[src/rtl/sram_arbiter_if.sv]
// ---------------------------------------------------------------------------
// sram_arbiter_if
//
// Bundles the two requester ports and the SRAM controller port that meet at
// the sram_arbiter. Every signal is a plain logic; the interface carries no
// clock because the arbiter's clk/rst stay scalar ports.
//
// Signal summary:
//   pN_wr_en, pN_rd_en   requester N write / read request levels
//   pN_address           requester N byte address
//   pN_write_data        requester N write data
//   pN_read_data         read data returned to requester N
//   pN_freeze            stall for requester N
//   pN_ready             one-cycle completion pulse for requester N
//   mem_wr_en, mem_rd_en enables to the SRAM controller
//   mem_address          address to the SRAM controller
//   mem_write_data       write data to the SRAM controller
//   mem_read_data        read data from the SRAM controller
//   mem_ready            one-cycle done pulse from the SRAM controller
//
// Modports:
//   master  the arbiter's view (drives requester responses and mem_* commands)
//   slave   the surroundings' view (requesters plus SRAM controller)
//
// Handshake: a requester holds wr_en/rd_en (and its address/data) as a level
// for as long as it wants service; pN_ready pulses for exactly one cycle when
// its transaction finishes, and pN_freeze is high in every requesting cycle
// except that one. Toward the controller, mem_*_en is a level held until the
// cycle mem_ready pulses, and is dropped at that very clock edge.
// ---------------------------------------------------------------------------
interface sram_arbiter_if;
  logic        p0_wr_en;
  logic        p0_rd_en;
  logic [31:0] p0_address;
  logic [31:0] p0_write_data;
  logic [31:0] p0_read_data;
  logic        p0_freeze;
  logic        p0_ready;

  logic        p1_wr_en;
  logic        p1_rd_en;
  logic [31:0] p1_address;
  logic [31:0] p1_write_data;
  logic [31:0] p1_read_data;
  logic        p1_freeze;
  logic        p1_ready;

  logic        mem_wr_en;
  logic        mem_rd_en;
  logic [31:0] mem_address;
  logic [31:0] mem_write_data;
  logic [31:0] mem_read_data;
  logic        mem_ready;

  modport master (
    input  p0_wr_en, p0_rd_en, p0_address, p0_write_data,
    output p0_read_data, p0_freeze, p0_ready,
    input  p1_wr_en, p1_rd_en, p1_address, p1_write_data,
    output p1_read_data, p1_freeze, p1_ready,
    output mem_wr_en, mem_rd_en, mem_address, mem_write_data,
    input  mem_read_data, mem_ready
  );

  modport slave (
    output p0_wr_en, p0_rd_en, p0_address, p0_write_data,
    input  p0_read_data, p0_freeze, p0_ready,
    output p1_wr_en, p1_rd_en, p1_address, p1_write_data,
    input  p1_read_data, p1_freeze, p1_ready,
    input  mem_wr_en, mem_rd_en, mem_address, mem_write_data,
    output mem_read_data, mem_ready
  );
endinterface

[src/rtl/sram_arbiter.sv]
// ---------------------------------------------------------------------------
// sram_arbiter
//
// Shares one SRAM controller between two requesters: port 0 is the MEM-stage
// data port, port 1 a secondary master (instruction / debug loader). Whole
// transactions are serialised; a requester is frozen from the first cycle it
// asks until its completion pulse. A watchdog aborts a transaction that sees
// no mem_ready for TIMEOUT cycles and raises a sticky fault flag.
//
// Parameters:
//   TIMEOUT     cycles in BUSY without mem_ready before abort (>= 8)
//   CNT_W       watchdog counter width (2**CNT_W > TIMEOUT)
//   FIXED_PRIO  0 = round-robin, 1 = port 0 always wins
//
// Ports:
//   clk          clock, rising edge
//   rst          asynchronous reset, active low
//   bus          sram_arbiter_if.master: both requester ports + SRAM port
//   owner        port currently / last granted (1 out of reset)
//   timeout_err  sticky watchdog fault, cleared only by reset
//   state_dbg    FSM state (0 = IDLE, 1 = BUSY)
//
// Handshake: requests are levels; a grant is taken only in IDLE; the granted
// port's fields are latched at the grant edge and held through BUSY. pN_ready
// is a single-cycle pulse that coincides with mem_ready (or the watchdog
// expiry), and pN_freeze = reqN & ~pN_ready.
// ---------------------------------------------------------------------------
module sram_arbiter #(
  parameter int TIMEOUT    = 32,
  parameter int CNT_W      = 6,
  parameter int FIXED_PRIO = 0
) (
  input  logic                  clk,
  input  logic                  rst,
  sram_arbiter_if.master        bus,
  output logic                  owner,
  output logic                  timeout_err,
  output logic                  state_dbg
);

  typedef enum logic {
    IDLE = 1'b0,
    BUSY = 1'b1
  } state_t;

  localparam logic [CNT_W-1:0] CNT_LAST = CNT_W'(TIMEOUT - 1);

  state_t           state;
  logic [CNT_W-1:0] cnt;

  logic        req0;
  logic        req1;
  logic        req_any;
  logic        winner;
  logic        win_rd;
  logic [31:0] win_address;
  logic [31:0] win_write_data;
  logic        timeout_hit;
  logic        done;

  // -------------------------------------------------------------------------
  // Request decode and winner selection (only consumed in IDLE)
  // -------------------------------------------------------------------------
  always_comb begin
    req0    = bus.p0_wr_en | bus.p0_rd_en;
    req1    = bus.p1_wr_en | bus.p1_rd_en;
    req_any = req0 | req1;

    winner = 1'b0;
    if (FIXED_PRIO != 0) begin
      winner = ~req0;
    end else if (req0 && req1) begin
      // Tie: the port that did not have the last grant goes next. owner
      // resets to 1, so port 0 takes the first tie.
      winner = ~owner;
    end else begin
      winner = req1;
    end

    // A port raising both enables is served as a read, so exactly one mem
    // enable is ever set.
    if (winner) begin
      win_rd         = bus.p1_rd_en;
      win_address    = bus.p1_address;
      win_write_data = bus.p1_write_data;
    end else begin
      win_rd         = bus.p0_rd_en;
      win_address    = bus.p0_address;
      win_write_data = bus.p0_write_data;
    end
  end

  // -------------------------------------------------------------------------
  // Completion: mem_ready wins over an expiring watchdog in the same cycle.
  // -------------------------------------------------------------------------
  always_comb begin
    timeout_hit = (state == BUSY) && !bus.mem_ready && (cnt == CNT_LAST);
    done        = (state == BUSY) && (bus.mem_ready || timeout_hit);
  end

  // -------------------------------------------------------------------------
  // Requester-side responses
  // -------------------------------------------------------------------------
  always_comb begin
    bus.p0_ready = done && !owner;
    bus.p1_ready = done &&  owner;

    // An aborted transaction returns zero rather than whatever the hung
    // controller happens to present.
    bus.p0_read_data = (!owner && !timeout_hit) ? bus.mem_read_data : 32'h0;
    bus.p1_read_data = ( owner && !timeout_hit) ? bus.mem_read_data : 32'h0;

    // Freeze covers waiting for the other port too; it drops only in the
    // ready cycle. A withdrawn request is never frozen.
    bus.p0_freeze = req0 && !bus.p0_ready;
    bus.p1_freeze = req1 && !bus.p1_ready;

    state_dbg = (state == BUSY);
  end

  // -------------------------------------------------------------------------
  // FSM with registered SRAM command outputs
  // -------------------------------------------------------------------------
  always_ff @(posedge clk or negedge rst) begin
    if (!rst) begin
      state              <= IDLE;
      bus.mem_wr_en      <= 1'b0;
      bus.mem_rd_en      <= 1'b0;
      bus.mem_address    <= 32'h0;
      bus.mem_write_data <= 32'h0;
      owner              <= 1'b1;
      cnt                <= '0;
      timeout_err        <= 1'b0;
    end else begin
      case (state)
        IDLE: begin
          if (req_any) begin
            bus.mem_address    <= win_address;
            bus.mem_write_data <= win_write_data;
            bus.mem_rd_en      <= win_rd;
            bus.mem_wr_en      <= ~win_rd;
            owner              <= winner;
            cnt                <= '0;
            state              <= BUSY;
          end
        end
        BUSY: begin
          if (bus.mem_ready) begin
            // Enables must fall on this edge so the controller's return to
            // idle does not see a fresh request and re-launch the access.
            bus.mem_wr_en <= 1'b0;
            bus.mem_rd_en <= 1'b0;
            state         <= IDLE;
          end else if (timeout_hit) begin
            bus.mem_wr_en <= 1'b0;
            bus.mem_rd_en <= 1'b0;
            timeout_err   <= 1'b1;
            state         <= IDLE;
          end else begin
            cnt <= cnt + 1'b1;
          end
        end
        default: begin
          state <= IDLE;
        end
      endcase
    end
  end

endmodule
[src/flat_wrapper.sv]
// flat-port wrapper written by rule: the top's interface ports become plain ports
module sram_arbiter_flat 
#(
  parameter int TIMEOUT    = 32,
  parameter int CNT_W      = 6,
  parameter int FIXED_PRIO = 0
)
  (clk, rst, owner, timeout_err, state_dbg, bus_p0_wr_en, bus_p0_rd_en, bus_p0_address, bus_p0_write_data, bus_p0_read_data, bus_p0_freeze, bus_p0_ready, bus_p1_wr_en, bus_p1_rd_en, bus_p1_address, bus_p1_write_data, bus_p1_read_data, bus_p1_freeze, bus_p1_ready, bus_mem_wr_en, bus_mem_rd_en, bus_mem_address, bus_mem_write_data, bus_mem_read_data, bus_mem_ready);
  sram_arbiter_if bus_i ();
  input  logic clk;
  input  logic rst;
  output logic owner;
  output logic timeout_err;
  output logic state_dbg;
  input wire logic [$bits(bus_i.p0_wr_en)-1:0] bus_p0_wr_en;
  input wire logic [$bits(bus_i.p0_rd_en)-1:0] bus_p0_rd_en;
  input wire logic [$bits(bus_i.p0_address)-1:0] bus_p0_address;
  input wire logic [$bits(bus_i.p0_write_data)-1:0] bus_p0_write_data;
  output wire logic [$bits(bus_i.p0_read_data)-1:0] bus_p0_read_data;
  output wire logic [$bits(bus_i.p0_freeze)-1:0] bus_p0_freeze;
  output wire logic [$bits(bus_i.p0_ready)-1:0] bus_p0_ready;
  input wire logic [$bits(bus_i.p1_wr_en)-1:0] bus_p1_wr_en;
  input wire logic [$bits(bus_i.p1_rd_en)-1:0] bus_p1_rd_en;
  input wire logic [$bits(bus_i.p1_address)-1:0] bus_p1_address;
  input wire logic [$bits(bus_i.p1_write_data)-1:0] bus_p1_write_data;
  output wire logic [$bits(bus_i.p1_read_data)-1:0] bus_p1_read_data;
  output wire logic [$bits(bus_i.p1_freeze)-1:0] bus_p1_freeze;
  output wire logic [$bits(bus_i.p1_ready)-1:0] bus_p1_ready;
  output wire logic [$bits(bus_i.mem_wr_en)-1:0] bus_mem_wr_en;
  output wire logic [$bits(bus_i.mem_rd_en)-1:0] bus_mem_rd_en;
  output wire logic [$bits(bus_i.mem_address)-1:0] bus_mem_address;
  output wire logic [$bits(bus_i.mem_write_data)-1:0] bus_mem_write_data;
  input wire logic [$bits(bus_i.mem_read_data)-1:0] bus_mem_read_data;
  input wire logic [$bits(bus_i.mem_ready)-1:0] bus_mem_ready;
  assign bus_i.p0_wr_en = bus_p0_wr_en;
  assign bus_i.p0_rd_en = bus_p0_rd_en;
  assign bus_i.p0_address = bus_p0_address;
  assign bus_i.p0_write_data = bus_p0_write_data;
  assign bus_p0_read_data = bus_i.p0_read_data;
  assign bus_p0_freeze = bus_i.p0_freeze;
  assign bus_p0_ready = bus_i.p0_ready;
  assign bus_i.p1_wr_en = bus_p1_wr_en;
  assign bus_i.p1_rd_en = bus_p1_rd_en;
  assign bus_i.p1_address = bus_p1_address;
  assign bus_i.p1_write_data = bus_p1_write_data;
  assign bus_p1_read_data = bus_i.p1_read_data;
  assign bus_p1_freeze = bus_i.p1_freeze;
  assign bus_p1_ready = bus_i.p1_ready;
  assign bus_mem_wr_en = bus_i.mem_wr_en;
  assign bus_mem_rd_en = bus_i.mem_rd_en;
  assign bus_mem_address = bus_i.mem_address;
  assign bus_mem_write_data = bus_i.mem_write_data;
  assign bus_i.mem_read_data = bus_mem_read_data;
  assign bus_i.mem_ready = bus_mem_ready;
  sram_arbiter #(.TIMEOUT(TIMEOUT), .CNT_W(CNT_W), .FIXED_PRIO(FIXED_PRIO)) u_core (.clk(clk), .rst(rst), .bus(bus_i), .owner(owner), .timeout_err(timeout_err), .state_dbg(state_dbg));
endmodule
[config.mk]
export PLATFORM = sky130hd
export DESIGN_NAME = sram_arbiter_flat
export DESIGN_NICKNAME = d
export VERILOG_FILES = /design/src/rtl/sram_arbiter_if.sv /design/src/rtl/sram_arbiter.sv /design/src/flat_wrapper.sv
export SDC_FILE = /design/constraint.sdc
export NUM_CORES = 1
export LEC_CHECK = 0
export CAP_MARGIN = 20
export CORE_AREA = 2 2 119 121
export CTS_CLUSTER_DIAMETER = 80
export DETAILED_ROUTE_END_ITERATION = 10
export DIE_AREA = 0 0 121 123
export GPL_TIMING_DRIVEN = 0
export PLACE_DENSITY = 0.74
export SYNTH_ARGS = -nofsm -noshare
export SYNTH_HDL_FRONTEND = slang
export SYNTH_SLANG_ARGS = --single-unit
[constraint.sdc]
create_clock -name clk -period 2 [get_ports clk]
set_input_delay 0.6 -clock clk [delete_from_list [all_inputs] [get_ports clk]]
set_output_delay 0.6 -clock clk [all_outputs]
set_load 0.02 [all_outputs]
==> flow_summary.json <==
{
  "synth_top_family_by_area": "simple AND/OR/NAND/NOR gates",
  "violations": "setup timing",
  "cts_tree": "done",
  "slew_violations": 0,
  "endpoint_kind": "output port",
  "grt_pass1_vias": 4701,
  "via_per_inst": 4.73,
  "gp_congestion": 0.843,
  "multi_input_area_sq_um": 2130,
  "area_growth_pct": 108,
  "dr_wl_met3_um": 1650,
  "antenna_left": 0,
  "vias": 4797,
  "cts-root-buf": "clkbuf_16",
  "dp_hpwl_um": 12900,
  "ys_ff_latch": 75,
  "wl_met2_um": 8910,
  "yosys.area_share.simple_pct": 27.3,
  "antenna_cells": 0,
  "r2r_setup_slack_ps": 170,
  "ys_warn_count": 0,
  "status": "finished, violations left",
  "grt.total_usage_pct": 22.6,
  "drt_iter0_markers": 178,
  "fp.coreArea_sq_um": 13600,
  "seq_area_frac_synth_pct": 47.9,
  "syn_nets": 661,
  "crit_fanout": 4,
  "htree_num_levels": 3,
  "ios": 304,
  "worst_slack_ps": -622,
  "first_pass_iters": 5,
  "wire_per_inst_um": 17.3,
  "ir_worst_vdd_mv": 0.746,
  "final_cell_mix": "229 x clkdlybuf4s50_1, 133 x a21oi_1, 74 x dfrtp_1",
  "synthAdderAreaFrac_pct": 0.319,
  "netlist_area_sq_um": 3920,
  "die_w_um": 121,
  "top_layer": "met4",
  "fp.dieH_um": 123,
  "route.detailed.drc": 0,
  "yosys-top-cells-area": "dfrtp_1 47%, a21oi_1 17%, and2_1 10%",
  "min_path_type": "input port to async pin",
  "yosysTopAreaCellShare_pct": 47.2,
  "overflow": 0,
  "row_count": 43,
  "placed_cells": 977,
  "io_buffers": 303,
  "p_total_mw": 12.3,
  "worstSkewPairLatency_ps": 330,
  "p_leak_nw": 3.55,
  "fin_nets": 998,
  "hold_viol_final": 0,
  "hold_buffers": 0,
  "cpMaxStageDelayCell": "dfrtp_1",
  "grt_pass1_wl_um": 25800,
  "clock_skew_ps": 6.00,
  "syn_area_per_cell_sq_um": 7.96,
  "wl_um": 17600,
  "cp.arrival_ps": 2020,
  "maxCapViolations": 0,
  "max_stage_delay_ps": 410,
  "path_delay_family": "buffers and inverters",
  "tightest_slew_ps": 482,
  "whs_ps": 215,
  "grt_max_degree": 43,
  "crit_type": "flop to output port",
  "crit_buf_inv": 4,
  "synth_compound_area_share_pct": 19.6,
  "synth_top_area_cell": "dfrtp_1",
  "max-slew-margin-rel_pct": 67.9,
  "required_ps": 1400,
  "start_kind": "flop",
  "fillers": 1212,
  "cts_max_path_buffers": 2,
  "drive_above_1_share_pct": 26.9,
  "synth_flop_cell": "dfrtp_1",
  "antenna_found_initial": 0,
  "r2r-start": "u_core.owner",
  "start_util_pct": 28.8,
  "dieArea_sq_um": 14900,
  "r2r_cells": 7,
  "timing.rr.end": "u_core.bus.mem_write_data[4]",
  "synth_xor_area_share_pct": 0,
  "synth_cell_type_count": 26,
  "met1_length_um": 6360,
  "clk_pin_slew_ps": 60,
  "cts_buffers": 9,
  "regArea_sq_um": 1880,
  "synth_edf_count": 0,
  "power_density_nw_per_um2": 1510,
  "grt_setup_unrepaired": "yes",
  "final_common_cell": "clkdlybuf4s50_1",
  "async_flop_share_pct": 100,
  "cts_sinks": 75,
  "min_period_over_period_pct": 131,
  "path_cells": "ha_4 -> buf_4 -> buf_6 -> and3_4 -> a21oi_4 -> buf_6 -> nor2_4 -> and2_4 -> buf_6",
  "critPathMostFrequentCell": "buf_6",
  "final_cells": 1015,
  "cp_num_cells": 9,
  "post-place-ws_ps": -1300,
  "min_period_ps": 2620,
  "synthCells": 493,
  "setup_viol": 68,
  "fmax_mhz": 381,
  "muxShareOfSynthArea_pct": 0.255
}
per-layer routing:
metal  vias to the layer above  global-route usage [%]
met5                         -                       0
li1                       2305                       -
met3                        36                    7.66
met2                       221                    39.4
met1                      2235                    24.6
met4                         0                    10.8
where the power goes:
group / total (mW) / internal (mW) / switching [mW] / leakage [nW]
Combinational: 8.00 / 3.90 / 4.09 / 2.56
Clock: 1.53 / 0.871 / 0.664 / 0.130
Sequential: 2.74 / 2.28 / 0.463 / 0.858
Total: 12.3 / 7.05 / 5.22 / 3.55
cell families after synthesis:
family,count (synthesis)
and+or+nand+nor,226
buffers and inverters,40
adders and majority gates,1
AOI/OAI and AO/OA,150
muxes,1
DFF,75
synthesized netlist by cell type, types with 4 or more instances:
library cell	number
and2_1	65
nor3_1	5
a21oi_1	135
nand3_1	4
dfrtp_1	74
nor2_1	70
nor2b_1	4
clkbuf_1	10
inv_1	4
nand2_1	71
buf_2	26
o21ai_0	7
worst max path at each step:
stage | startpoint | to | slack (ps)
3_5_place_dp | bus_mem_ready | bus_p1_read_data[2] | -1300
2_1_floorplan | bus_mem_ready | bus_p0_read_data[6] | -90
6_report | u_core.cnt[0] | bus_p1_ready | -620
3_3_place_gp | rst | u_core.timeout_err | -2540
5_1_grt | u_core.cnt[0] | bus_p1_ready | -690
4_1_cts | u_core.cnt[1] | bus_p1_read_data[2] | -560
cell type report:
type,instances,area share (%)
timing repair buffer,326,41.1
sequential,75,23.0
clock buffer,10,2.93
inverter,4,0.184
buffer,36,3.39
multi-input combinational,378,26.1
tap,180,2.76
clock inverter,6,0.506
registers in the layout (all words and copies together) (netlist names):
| name | count |
|---|---|
| u_core.state_dbg | 1 |
| u_core.owner | 1 |
| u_core.timeout_err | 1 |
| u_core.bus.mem_write_data | 32 |
| u_core.bus.mem_rd_en | 1 |
| u_core.bus.mem_address | 32 |
| u_core.bus.mem_wr_en | 1 |
| u_core.cnt | 6 |
timing repair:
item                                    in CTS  in global routing
endpoints found under the setup margin     107                138
gates resized for setup                    459                 36
cloned                                       6                  1
setup buffers                               11                  6
pin swaps                                   22                  6
through the flow:
step | utilization, % | TNS [ps] | instance area, sq um
3_5_place_dp | 54.3 | -107440 | 7380
6_report | 59.9 | -37830 | 8150
5_1_grt | 59.9 | -42930 | 8150
4_1_cts | 59.1 | -35300 | 8040
2_1_floorplan | - | -3180 | 4100
3_3_place_gp | 54.1 | -295380 | 7360
Note: power is estimated with default switching activity, not from simulation.
